==> src/rtl/calc_pkg.sv <==
// rtl/calc_pkg.sv - shared types and sizes for mini_calc_ctrl
// Contents: state_t (LOAD_A, LOAD_B, EXEC, DONE), op_t (OP_ADD, OP_SUB, OP_MUL, OP_RSVD),
//           DATA_W, RES_W, MUL_ITERS and the derived MUL counter width CNT_W.
package calc_pkg;

   localparam int DATA_W    = 8;
   localparam int RES_W     = 16;
   localparam int MUL_ITERS = 8;
   localparam int CNT_W     = $clog2(MUL_ITERS);

   typedef enum logic [1:0] {
      LOAD_A = 2'd0,
      LOAD_B = 2'd1,
      EXEC   = 2'd2,
      DONE   = 2'd3
   } state_t;

   typedef enum logic [1:0] {
      OP_ADD  = 2'b00,
      OP_SUB  = 2'b01,
      OP_MUL  = 2'b10,
      OP_RSVD = 2'b11
   } op_t;

endpackage

==> src/rtl/mini_calc_ctrl_if.sv <==
// rtl/mini_calc_ctrl_if.sv - operator-side signal bundle of mini_calc_ctrl
// Signals: sw_data[7:0], op_sel[1:0], btn_enter, btn_clear  (driven by master)
//          result[15:0], result_valid, busy, carry, overflow, err, state_o[1:0]  (driven by slave)
// Modports: master (switch/button side), slave (mini_calc_ctrl).
interface mini_calc_ctrl_if;
   import calc_pkg::*;

   logic [DATA_W-1:0] sw_data;
   logic [1:0]        op_sel;
   logic              btn_enter;
   logic              btn_clear;
   logic [RES_W-1:0]  result;
   logic              result_valid;
   logic              busy;
   logic              carry;
   logic              overflow;
   logic              err;
   logic [1:0]        state_o;

   modport master (
      output sw_data, op_sel, btn_enter, btn_clear,
      input  result, result_valid, busy, carry, overflow, err, state_o
   );

   modport slave (
      input  sw_data, op_sel, btn_enter, btn_clear,
      output result, result_valid, busy, carry, overflow, err, state_o
   );

endinterface

==> src/rtl/eight_bit_adder.sv <==
// rtl/eight_bit_adder.sv - 8-bit ripple adder with carry in/out
// Ports: a[7:0], b[7:0], ci in; sum[7:0], co out.
module eight_bit_adder
   import calc_pkg::*;
(
   input  logic [DATA_W-1:0] a,
   input  logic [DATA_W-1:0] b,
   input  logic              ci,
   output logic [DATA_W-1:0] sum,
   output logic              co
);

   assign {co, sum} = {1'b0, a} + {1'b0, b} + {{DATA_W{1'b0}}, ci};

endmodule

==> src/rtl/mini_calc_ctrl.sv <==
// rtl/mini_calc_ctrl.sv - two-operand ADD/SUB/MUL calculator controller
// Ports: clk, reset (synchronous, active high), bus (mini_calc_ctrl_if.slave).
// Build option: CALC_MUL_EN enables the 8-cycle shift-add multiplier for op 10;
//               without it op 10 is treated as reserved and the MUL state is not built.
module mini_calc_ctrl
   import calc_pkg::*;
(
   input  logic            clk,
   input  logic            reset,
   mini_calc_ctrl_if.slave bus
);

   state_t            state, state_next;
   logic [DATA_W-1:0] a_reg, b_reg;
   op_t               op_reg;
   logic [RES_W-1:0]  result_q;
   logic              carry_q, ovf_q, err_q;

   logic [DATA_W-1:0] add_a, add_b, add_sum;
   logic              add_ci, add_co;
   logic              exec_last;
   logic [RES_W-1:0]  res_next;
   logic              carry_next, ovf_next, err_next;

`ifdef CALC_MUL_EN
   // prod holds {partial high byte, remaining multiplier bits}; each cycle the
   // adder adds A (or 0) into the high byte and the whole word shifts right.
   logic [CNT_W-1:0]  mul_cnt;
   logic [RES_W-1:0]  prod;
   logic [RES_W-1:0]  prod_next;
`endif

   // The one and only adder; every op steers its operands.
   eight_bit_adder u_adder (
      .a   (add_a),
      .b   (add_b),
      .ci  (add_ci),
      .sum (add_sum),
      .co  (add_co)
   );

   always_comb begin
      add_a  = a_reg;
      add_b  = b_reg;
      add_ci = 1'b0;
      case (op_reg)
         OP_SUB: begin
            add_b  = ~b_reg;
            add_ci = 1'b1;
         end
`ifdef CALC_MUL_EN
         OP_MUL: begin
            add_a = prod[RES_W-1:DATA_W];
            add_b = prod[0] ? a_reg : '0;
         end
`endif
         default: ;
      endcase
   end

`ifdef CALC_MUL_EN
   assign prod_next = {add_co, add_sum, prod[DATA_W-1:1]};
   assign exec_last = (state == EXEC) &&
                      ((op_reg != OP_MUL) || (mul_cnt == CNT_W'(MUL_ITERS - 1)));
`else
   assign exec_last = (state == EXEC);
`endif

   always_comb begin
      res_next   = '0;
      carry_next = 1'b0;
      ovf_next   = 1'b0;
      err_next   = 1'b0;
      case (op_reg)
         OP_ADD: begin
            res_next   = {{(RES_W-DATA_W-1){1'b0}}, add_co, add_sum};
            carry_next = add_co;
         end
         OP_SUB: begin
            res_next   = {{(RES_W-DATA_W){add_sum[DATA_W-1]}}, add_sum};
            carry_next = add_co;
            ovf_next   = (a_reg[DATA_W-1] != b_reg[DATA_W-1]) &&
                         (add_sum[DATA_W-1] != a_reg[DATA_W-1]);
         end
`ifdef CALC_MUL_EN
         OP_MUL: res_next = prod_next;
`endif
         default: err_next = 1'b1;
      endcase
   end

   always_ff @(posedge clk) begin
      if (reset) begin
         state <= LOAD_A;
      end else begin
         state <= state_next;
      end
   end

   // btn_clear is checked first so it wins over a simultaneous btn_enter.
   always_comb begin
      state_next = state;
      if (bus.btn_clear) begin
         state_next = LOAD_A;
      end else begin
         case (state)
            LOAD_A:  if (bus.btn_enter) state_next = LOAD_B;
            LOAD_B:  if (bus.btn_enter) state_next = EXEC;
            EXEC:    if (exec_last)     state_next = DONE;
            DONE:    if (bus.btn_enter) state_next = LOAD_A;
            default: state_next = LOAD_A;
         endcase
      end
   end

   always_ff @(posedge clk) begin
      if (reset) begin
         a_reg    <= '0;
         b_reg    <= '0;
         op_reg   <= OP_ADD;
         result_q <= '0;
         carry_q  <= 1'b0;
         ovf_q    <= 1'b0;
         err_q    <= 1'b0;
`ifdef CALC_MUL_EN
         mul_cnt  <= '0;
         prod     <= '0;
`endif
      end else if (bus.btn_clear) begin
         a_reg    <= '0;
         b_reg    <= '0;
         result_q <= '0;
         carry_q  <= 1'b0;
         ovf_q    <= 1'b0;
         err_q    <= 1'b0;
`ifdef CALC_MUL_EN
         mul_cnt  <= '0;
         prod     <= '0;
`endif
      end else begin
         case (state)
            LOAD_A: begin
               if (bus.btn_enter) a_reg <= bus.sw_data;
            end
            LOAD_B: begin
               if (bus.btn_enter) begin
                  b_reg  <= bus.sw_data;
                  op_reg <= op_t'(bus.op_sel);
`ifdef CALC_MUL_EN
                  mul_cnt <= '0;
                  prod    <= {{DATA_W{1'b0}}, bus.sw_data};
`endif
               end
            end
            EXEC: begin
`ifdef CALC_MUL_EN
               if (op_reg == OP_MUL) begin
                  prod    <= prod_next;
                  mul_cnt <= mul_cnt + CNT_W'(1);
               end
`endif
               if (exec_last) begin
                  result_q <= res_next;
                  carry_q  <= carry_next;
                  ovf_q    <= ovf_next;
                  err_q    <= err_next;
               end
            end
            default: ;
         endcase
      end
   end

   assign bus.result       = result_q;
   assign bus.carry        = carry_q;
   assign bus.overflow     = ovf_q;
   assign bus.err          = err_q;
   assign bus.busy         = (state == EXEC);
   assign bus.result_valid = (state == DONE);
   assign bus.state_o      = state;

endmodule

==> src/flat_wrapper.sv <==
// flat-port wrapper written by rule: the top's interface ports become plain ports
module mini_calc_ctrl_flat import calc_pkg::*;
  (clk, reset, bus_sw_data, bus_op_sel, bus_btn_enter, bus_btn_clear, bus_result, bus_result_valid, bus_busy, bus_carry, bus_overflow, bus_err, bus_state_o);
  mini_calc_ctrl_if bus_i ();
  input  logic clk;
  input  logic reset;
  input wire logic [$bits(bus_i.sw_data)-1:0] bus_sw_data;
  input wire logic [$bits(bus_i.op_sel)-1:0] bus_op_sel;
  input wire logic [$bits(bus_i.btn_enter)-1:0] bus_btn_enter;
  input wire logic [$bits(bus_i.btn_clear)-1:0] bus_btn_clear;
  output wire logic [$bits(bus_i.result)-1:0] bus_result;
  output wire logic [$bits(bus_i.result_valid)-1:0] bus_result_valid;
  output wire logic [$bits(bus_i.busy)-1:0] bus_busy;
  output wire logic [$bits(bus_i.carry)-1:0] bus_carry;
  output wire logic [$bits(bus_i.overflow)-1:0] bus_overflow;
  output wire logic [$bits(bus_i.err)-1:0] bus_err;
  output wire logic [$bits(bus_i.state_o)-1:0] bus_state_o;
  assign bus_i.sw_data = bus_sw_data;
  assign bus_i.op_sel = bus_op_sel;
  assign bus_i.btn_enter = bus_btn_enter;
  assign bus_i.btn_clear = bus_btn_clear;
  assign bus_result = bus_i.result;
  assign bus_result_valid = bus_i.result_valid;
  assign bus_busy = bus_i.busy;
  assign bus_carry = bus_i.carry;
  assign bus_overflow = bus_i.overflow;
  assign bus_err = bus_i.err;
  assign bus_state_o = bus_i.state_o;
  mini_calc_ctrl u_core (.clk(clk), .reset(reset), .bus(bus_i));
endmodule
==> config.mk <==
export PLATFORM = sky130hd
export DESIGN_NAME = mini_calc_ctrl_flat
export DESIGN_NICKNAME = d
export VERILOG_FILES = /design/src/rtl/calc_pkg.sv /design/src/rtl/mini_calc_ctrl_if.sv /design/src/rtl/eight_bit_adder.sv /design/src/rtl/mini_calc_ctrl.sv /design/src/flat_wrapper.sv
export SDC_FILE = /design/constraint.sdc
export NUM_CORES = 1
export LEC_CHECK = 0
export ABC_AREA = 1
export BUFFER_PORTS_ARGS = -buffer_cell sky130_fd_sc_hd__clkbuf_2
export CAP_MARGIN = 20
export CELL_PAD_IN_SITES_DETAIL_PLACEMENT = 1
export CELL_PAD_IN_SITES_GLOBAL_PLACEMENT = 1
export CORE_ASPECT_RATIO = 0.6
export CORE_UTILIZATION = 30
export DETAILED_ROUTE_END_ITERATION = 10
export HOLD_SLACK_MARGIN = 0.08
export PLACE_DENSITY = 0.68
export SETUP_SLACK_MARGIN = 0.2
export SLEW_MARGIN = 20
export SYNTH_ARGS = -nofsm -noshare
export SYNTH_HDL_FRONTEND = slang
export SYNTH_SLANG_ARGS = --single-unit
==> constraint.sdc <==
create_clock -name clk -period 1.6 [get_ports clk]
set_input_delay 0.32 -clock clk [delete_from_list [all_inputs] [get_ports clk]]
set_output_delay 0.32 -clock clk [all_outputs]
set_load 0.02 [all_outputs]
; ---- Word level (Yosys, flattened, before mapping)
; Cells that the tools add are included.
[classes]
n_addsub = 2
mul = 0
div = 0
magnitude_cmp = 0
eq_ne = 9
n_shift = 0
muxes = 10
bitwise = 2
n_reduce_logical = 9
[ops]
columns = op, count
row1 = $pmux W16 S2, 1
row2 = $add A8 B8 Y9, 1
row3 = $add A9 B1 Y9, 1
row4 = $mux W8, 1
row5 = $not A8 Y8, 1
row6 = $pmux W2 S4, 1
row7 = $mux W2, 3
row8 = $ne A2 B2 Y1 const B, 3
row9 = $reduce_and A3 Y1, 2
row10 = $eq A2 B1 Y1 const B, 2
row11 = $eq A2 B2 Y1 const B, 2
row12 = $logic_not A2 Y1, 2
row13 = $mux W1, 4
row14 = $reduce_and A2 Y1, 2
row15 = $reduce_or A2 Y1, 2
row16 = $ne A1 B1 Y1, 2
row17 = $logic_and A1 B1 Y1, 1
row18 = $not A1 Y1, 1
[totals]
reg_bits = 39
latchBits = 0
ramBits = 0
mem_bits_ro = 0
in_bits = 14
output_inout_bits = 23
wordCells = 40
mem_count = 0

; ---- Logic depth before layout (Yosys ltp)
; Gate-level depths: netlist of run 1.
[depth]
word_depth = 7
ltp_mapped = 15

; ---- Modules after synthesis
; A second synthesis of run 1 with hierarchy kept.
[unflattened]
hier_cells = 245
hier_area_um2 = 1864.3
[modules_own_cells]
columns = module, n_inst, cells_each, area_per_inst_um2, seq_area_each_um2
row1 = mini_calc_ctrl, 1, 186, 1480.2, 660.6
row2 = eight_bit_adder, 1, 59, 384.1, 0.0

; ---- Worst setup path before layout of run 1
; No wires, ideal clock.
[synth_path]
path_type = register to register
from = register u_core.op_reg[1]
to = register u_core.result_q[8], in the netlist u_core.bus.result[8]
setup_time_ns = 0.074
arrival_time_ns = 1.726
required_time_ns = 1.526
setup_slack_ns = -0.201
stages_incl_launch_ff = 16
synth_period_minus_slack_ns = 1.801
path_cell_list = dfxtp_1 -> inv_2 -> nand2_4 -> xor2_1 -> inv_1 -> ha_1 -> nand2_1 -> inv_1 -> nand3_2 -> nand2_2 -> nand2_2 -> nand2_1 -> nand2_1 -> nand2_1 -> nand2_1 -> a31oi_1
[synth_between]
elab_chain_len = 5
[synth_rtl]
columns = element, line
row1 = "start, declared", mini_calc_ctrl.sv:15  ; op_t op_reg;
row2 = "start signal, assigned", mini_calc_ctrl.sv:148  ; op_reg <= op_t'(bus.op_sel);
row3 = $eq A2 B1 Y1, "mini_calc_ctrl.sv:46, mini_calc_ctrl.sv:74"
row4 = $mux W8, mini_calc_ctrl.sv:46  ; case (op_reg)
row5 = $add A8 B8 Y9, eight_bit_adder.sv:13  ; assign {co, sum} = {1'b0, a} + {1'b0, b} + {{DATA_W{1'b0}}, ci};
row6 = $add A9 B1 Y9, eight_bit_adder.sv:13
row7 = $pmux W16 S2 (*), mini_calc_ctrl.sv:74  ; case (op_reg)
row8 = "end signal, assigned", mini_calc_ctrl.sv:163  ; result_q <= res_next;
row9 = "end, declared", mini_calc_ctrl.sv:16  ; logic [RES_W-1:0] result_q;
; Mark *: on every way between the ends. The rest lies on a longest branch, timed or not.
; A chain may end at the register's enable or synchronous reset.

; ---- Final worst setup path of run 1
; Ends and elaborated chain as after synthesis.

==> results_dict.tcl, run 1 <==
set metrics [dict create \
    status "finished, violations left" \
    failed_checks "setup timing" \
    fin_nets 333 \
    yosysTopAreaCellShare_pct 37.8 \
    clk_latency_ps 290 \
    antenna_left 0 \
    core-area_um2 5600 \
    rsz0062_at_grt "true" \
    ir_drop_mv 0.387 \
    seq_area_um2 671 \
    syn_nets 262 \
    via_per_inst 4.60 \
    cts_tree "built" \
    cp_data_arrival_time_ps 2130 \
    crit_path_frequent_cell "nand3_2" \
    synth_seq_area_share_pct 37.8 \
    multi_input_area_um2 1160 \
    clock.fmax_mhz 524 \
    clkSinkCount 33 \
    synth_warnings 0 \
    drt_pass1_iterations 4 \
    synth_area_um2 1750 \
    finalHoldViolCount 0 \
    cts_hold_buf 0 \
    synthCells 234 \
    cts-root-buf "clkbuf_8" \
    placed_cell_area_um2 2190 \
    p_leak_uw 0.00114 \
    cp-end-kind "flip-flop" \
    tightest_slew_ps 357 \
    routabilityCongestion 0.722 \
    final_common_cell "nand2_1" \
    drive_gt1_share_pct 43.9 \
    cts-buffers-inserted 5 \
    crit_fanout 8 \
    crit_chain "inv_4, nand2_8, xor2_4, buf_6, fa_2, inv_2, nand3_2, nand2_4, nand4_1, nand3_2, nand3_1, a31oi_1" \
    largest_reg_flops 10 \
    remaining_drc_errors 0 \
    dieWidth_um 101 \
    ctsHtreeMaxLevel 2 \
    io_pins 37 \
    layout_common_cells "nand2_1 (48), buf_4 (39), clkbuf_2 (34)" \
    synth.distinct_cells 28 \
    fp-row-count 21 \
    slew_viol_final 0 \
    dieArea_um2 6140 \
    place_ws_ps -332 \
    syn_avg_cell_area_um2 7.46 \
    cp_data_required_time_ps 1830 \
    start_kind "flip-flop" \
    critical_path_class "reg -> reg" \
    drv_cap 0 \
    slowest_stage "dfxtp_2" \
    routed_wl_mm 5.13 \
    setup_viol 11 \
    maxSlewHeadroom_pct 76.2 \
    grt_pass1_wl_mm 8.08 \
    ys_ff_latch 33 \
    grt_usage_pct 17.7 \
    finalCritPeriodShare_pct 119 \
    num-fill-cells 680 \
    clk_pin_slew_worst_paths_ps 70 \
    grt_pass1_vias 1707 \
    wl_per_cell_um 13.3 \
    critPathTopFamily "simple AND/OR/NAND/NOR gates" \
    initial_core_util_pct 31.2 \
    power_per_cell_area_nw_per_um2 699 \
    fin_util_pct 46.9 \
    fin_area_um2 2620 \
    grt_start_max_net_pins 32 \
    gr-total-overflow 0 \
    period_needed_ps 1910 \
    path_buf_inv 3 \
    place.port_buffers 36 \
    synth_area_leaders "dfxtp_1 (38%), nand2_1 (12%), ha_1 (9.3%)" \
    yosys.area.top_type "dfxtp_1" \
    antenna_found_initial 0 \
    detail_route.iter0.violations 25 \
    fin_ws_ps -308 \
    hold_class "in -> reg" \
    finClkSkew_ps 8.44 \
    n_antenna_cell 0 \
    ctsLongestPathBuffers 2 \
    cpPeakStageDelay_ps 340 \
    num_vias 1772 \
    die_h_um 61.1 \
    syn2layout_area_growth_pct 50.2 \
    dp_hpwl_mm 3.54 \
]
## worst paths after layout
check	from	to	slack, ps	cells past startpoint
worst max-delay path	u_core.op_reg[1]	u_core.bus.result[8]	-310	12
worst min-delay path	reset	u_core.op_reg[1]	210	2
worst max register to register	u_core.op_reg[1]	u_core.bus.result[8]	-310	12
worst min register to register	u_core.bus.result[1]	u_core.bus.result[1]	470	2
## cell usage after synthesis
library cell  instances
a211oi_1             10
buf_4                 6
a21oi_1              30
nor2_1               16
or2_1                 2
dfxtp_1              33
nand3_2               1
nand2_4               1
or2_0                 1
inv_1                21
xor2_1                3
buf_1                 1
nand2_2               3
nand3_1              11
clkbuf_1              6
nor3_1                3
nor2_2                1
nand4_1               1
xnor2_1               4
ha_1                 13
o21ai_0               3
o21ai_1               3
nand2_1              54
o21bai_1              1
a31oi_1               1
fa_1                  1
a21o_1                1
inv_2                 3
## layout make-up
| type | count | share of cell area, % |
|---|---|---|
| tap | 80 | 3.81 |
| multi-input combinational | 164 | 44.2 |
| clock buffer | 7 | 3.29 |
| timing repair buffer | 77 | 19.4 |
| sequential | 33 | 25.6 |
| inverter | 24 | 3.81 |
## cells by family after synthesis
| logic type | synth area share [%] |
|---|---|
| AOI/OAI and AO/OA | 15.8 |
| xor gates and xnor gates | 3.51 |
| adders and majority gates | 10.5 |
| buffers and inverters | 9.24 |
| DFF | 37.8 |
| and+or+nand+nor | 23.1 |
## power by group
part           switching, µW  total [µW]  internal, µW
sequential              18.3         856           838
clock                    318         659           342
combinational            171         318           146
## stage by stage
step / total power, µW / setup TNS [ps] / hold slack, ps / std cells
after floorplan: 1010 / -622 / 391 / 234
after global placement: 1110 / -1560 / 453 / 364
after detailed placement: 1120 / -2280 / 459 / 364
after CTS: 1790 / -1990 / 211 / 378
after global routing: 1920 / -3860 / 210 / 385
final: 1830 / -2550 / 211 / 385
## routing by layer
layer	up-vias	global-route usage, %	wire length (µm)
li1	901	-	-
met1	829	22.6	2440
met2	32	29.5	2420
met3	10	4.54	191
met4	0	6.83	87
met5	-	0	0
## timing repair
action / CTS / global route
pin swaps: 16 / 17
setup endpoints to repair: 22 / 25
buffers inserted: 7 / 7
endpoints found under the hold margin: 0 / 0
gates resized for setup: 22 / 37
Power figures use the tool's default switching activity.
==> inputs of run 2 (changes only) <==
--- a/config.mk
+++ b/config.mk
@@ -11,11 +11,13 @@
 export CELL_PAD_IN_SITES_DETAIL_PLACEMENT = 1
 export CELL_PAD_IN_SITES_GLOBAL_PLACEMENT = 1
 export CORE_ASPECT_RATIO = 0.6
+export CORE_MARGIN = 5
 export CORE_UTILIZATION = 30
 export DETAILED_ROUTE_END_ITERATION = 10
 export HOLD_SLACK_MARGIN = 0.08
 export PLACE_DENSITY = 0.68
 export SETUP_SLACK_MARGIN = 0.2
+export SKIP_LAST_GASP = 1
 export SLEW_MARGIN = 20
 export SYNTH_ARGS = -nofsm -noshare
 export SYNTH_HDL_FRONTEND = slang
==> run 2 against run 1 <==
First-iteration DRC count up 44%; clock power down 1%; largest cell class unchanged; routed wire length down 3.6%; largest power group unchanged; flip-flop and latch count unchanged; register-to-register slack better by 30 ps; sequential share of layout area up 1.2 points; the flow still finishes with violations (setup timing).
==> results_dict.tcl, run 2 (same netlist as run 1, synthesis figures left out) <==
set metrics [dict create \
    n_antenna_cell 0 \
    cts-root-buf "clkbuf_8" \
    drive_gt1_share_pct 42.7 \
    placed_cell_area_um2 2160 \
    power_per_cell_area_nw_per_um2 715 \
    grt_pass1_vias 1766 \
    status "finished, violations left" \
    ctsLongestPathBuffers 2 \
    drt_pass1_iterations 4 \
    cts_hold_buf 0 \
    fin_ws_ps -275 \
    place_ws_ps -331 \
    slew_viol_final 0 \
    whs_ps 229 \
    cp-end-kind "flip-flop" \
    dieWidth_um 109 \
    core-area_um2 5620 \
    drv_cap 0 \
    finalCritPeriodShare_pct 117 \
    ctsHtreeMaxLevel 2 \
    p_leak_uw 0.00109 \
    fp-row-count 21 \
    finalHoldViolCount 0 \
    finClkSkew_ps 10.5 \
    fin_area_um2 2510 \
    cts_tree "built" \
    io_pins 37 \
    maxSlewHeadroom_pct 83.9 \
    place.port_buffers 36 \
    hold_class "in -> reg" \
    dp_hpwl_mm 3.75 \
    remaining_drc_errors 0 \
    antenna_left 0 \
    syn2layout_area_growth_pct 43.6 \
    critical_path_class "reg -> reg" \
    gr-total-overflow 0 \
    clk_latency_ps 280 \
    period_needed_ps 1870 \
    grt_usage_pct 13.5 \
    cts-buffers-inserted 5 \
    num_vias 1743 \
    grt_pass1_wl_mm 8.24 \
    clk_pin_slew_worst_paths_ps 70 \
    antenna_found_initial 0 \
    dieArea_um2 7500 \
    initial_core_util_pct 31.1 \
    clkSinkCount 33 \
    clock.fmax_mhz 533 \
    largest_reg_flops 10 \
    via_per_inst 4.59 \
    tightest_slew_ps 241 \
    failed_checks "setup timing" \
    rsz0062_at_grt "true" \
    final_common_cell "nand2_1" \
    layout_common_cells "nand2_1 (47), clkbuf_2 (34), buf_4 (33)" \
    routabilityCongestion 0.766 \
    cp_data_arrival_time_ps 2040 \
    routed_wl_mm 4.94 \
    grt_start_max_net_pins 18 \
    cp_data_required_time_ps 1760 \
    start_kind "flip-flop" \
    ir_drop_mv 0.367 \
    setup_viol 11 \
    die_h_um 69.1 \
    fin_nets 328 \
    detail_route.iter0.violations 36 \
    wl_per_cell_um 13.0 \
    crit_fanout 8 \
]
## run 2: cell types whose count changed in the layout (fill, tap and decap cells not counted), sizes merged
cell and change:
buf -5, clkbuf -1, clkinvlp +1
## run 2: per-layer routing
layer	GRT usage [%]	wire (µm)
met1	18.4	2440
met2	20.9	2230
met3	4.20	250
met4	2.52	26
met5	0	0
## run 2: worst max-delay path: stages, from the launching register on
cell and delay (ps):
dfxtp_2 340, inv_4 80, nand2_8 90, xnor2_1 140
ha_1 330, a21oi_2 190, nand2_2 90, buf_4 140
or2_1 220, nand3_2 80, a21oi_2 50
## run 2: worst paths after layout
check / from / slack (ps) / depth (start not counted) / end
max: u_core.op_reg[1] / -270 / 10 / u_core.bus.result[3]
min: reset / 230 / 2 / u_core.op_reg[1]
max reg2reg: u_core.op_reg[1] / -270 / 10 / u_core.bus.result[3]
min reg2reg: u_core.bus.result[2] / 470 / 2 / u_core.bus.result[2]
## run 2: stage by stage
stage | cells | TNS (ps) | total power (µW) | util, %
after detailed placement | 361 | -2120 | 1110 | 38.5
after global routing | 380 | -3530 | 1900 | 44.6
final | 380 | -2190 | 1790 | 44.6
after floorplan | 234 | -622 | 1010 | -
after global placement | 361 | -1540 | 1110 | 38.5
after CTS | 375 | -2010 | 1790 | 42.4
## run 2: repair_timing
item                       4_1_cts  5_1_grt
setup endpoints to repair       22       23
setup buffers                    7        5
pin swaps                       10       15
gates resized for setup         22       29
## run 2: layout make-up
class	instances	area [µm²]
Fill cell	725	3110
Multi-Input combinational cell	164	1080
Sequential cell	33	671
Timing Repair Buffer	72	468
Tap cell	80	100
Inverter	24	97.6
Clock buffer	6	82.6
Clock inverter	1	7.51
## run 2: report_power, final
part,internal [µW],switching (µW)
sequential,838,16.4
clock,340,311
combinational,127,160
total,1310,488
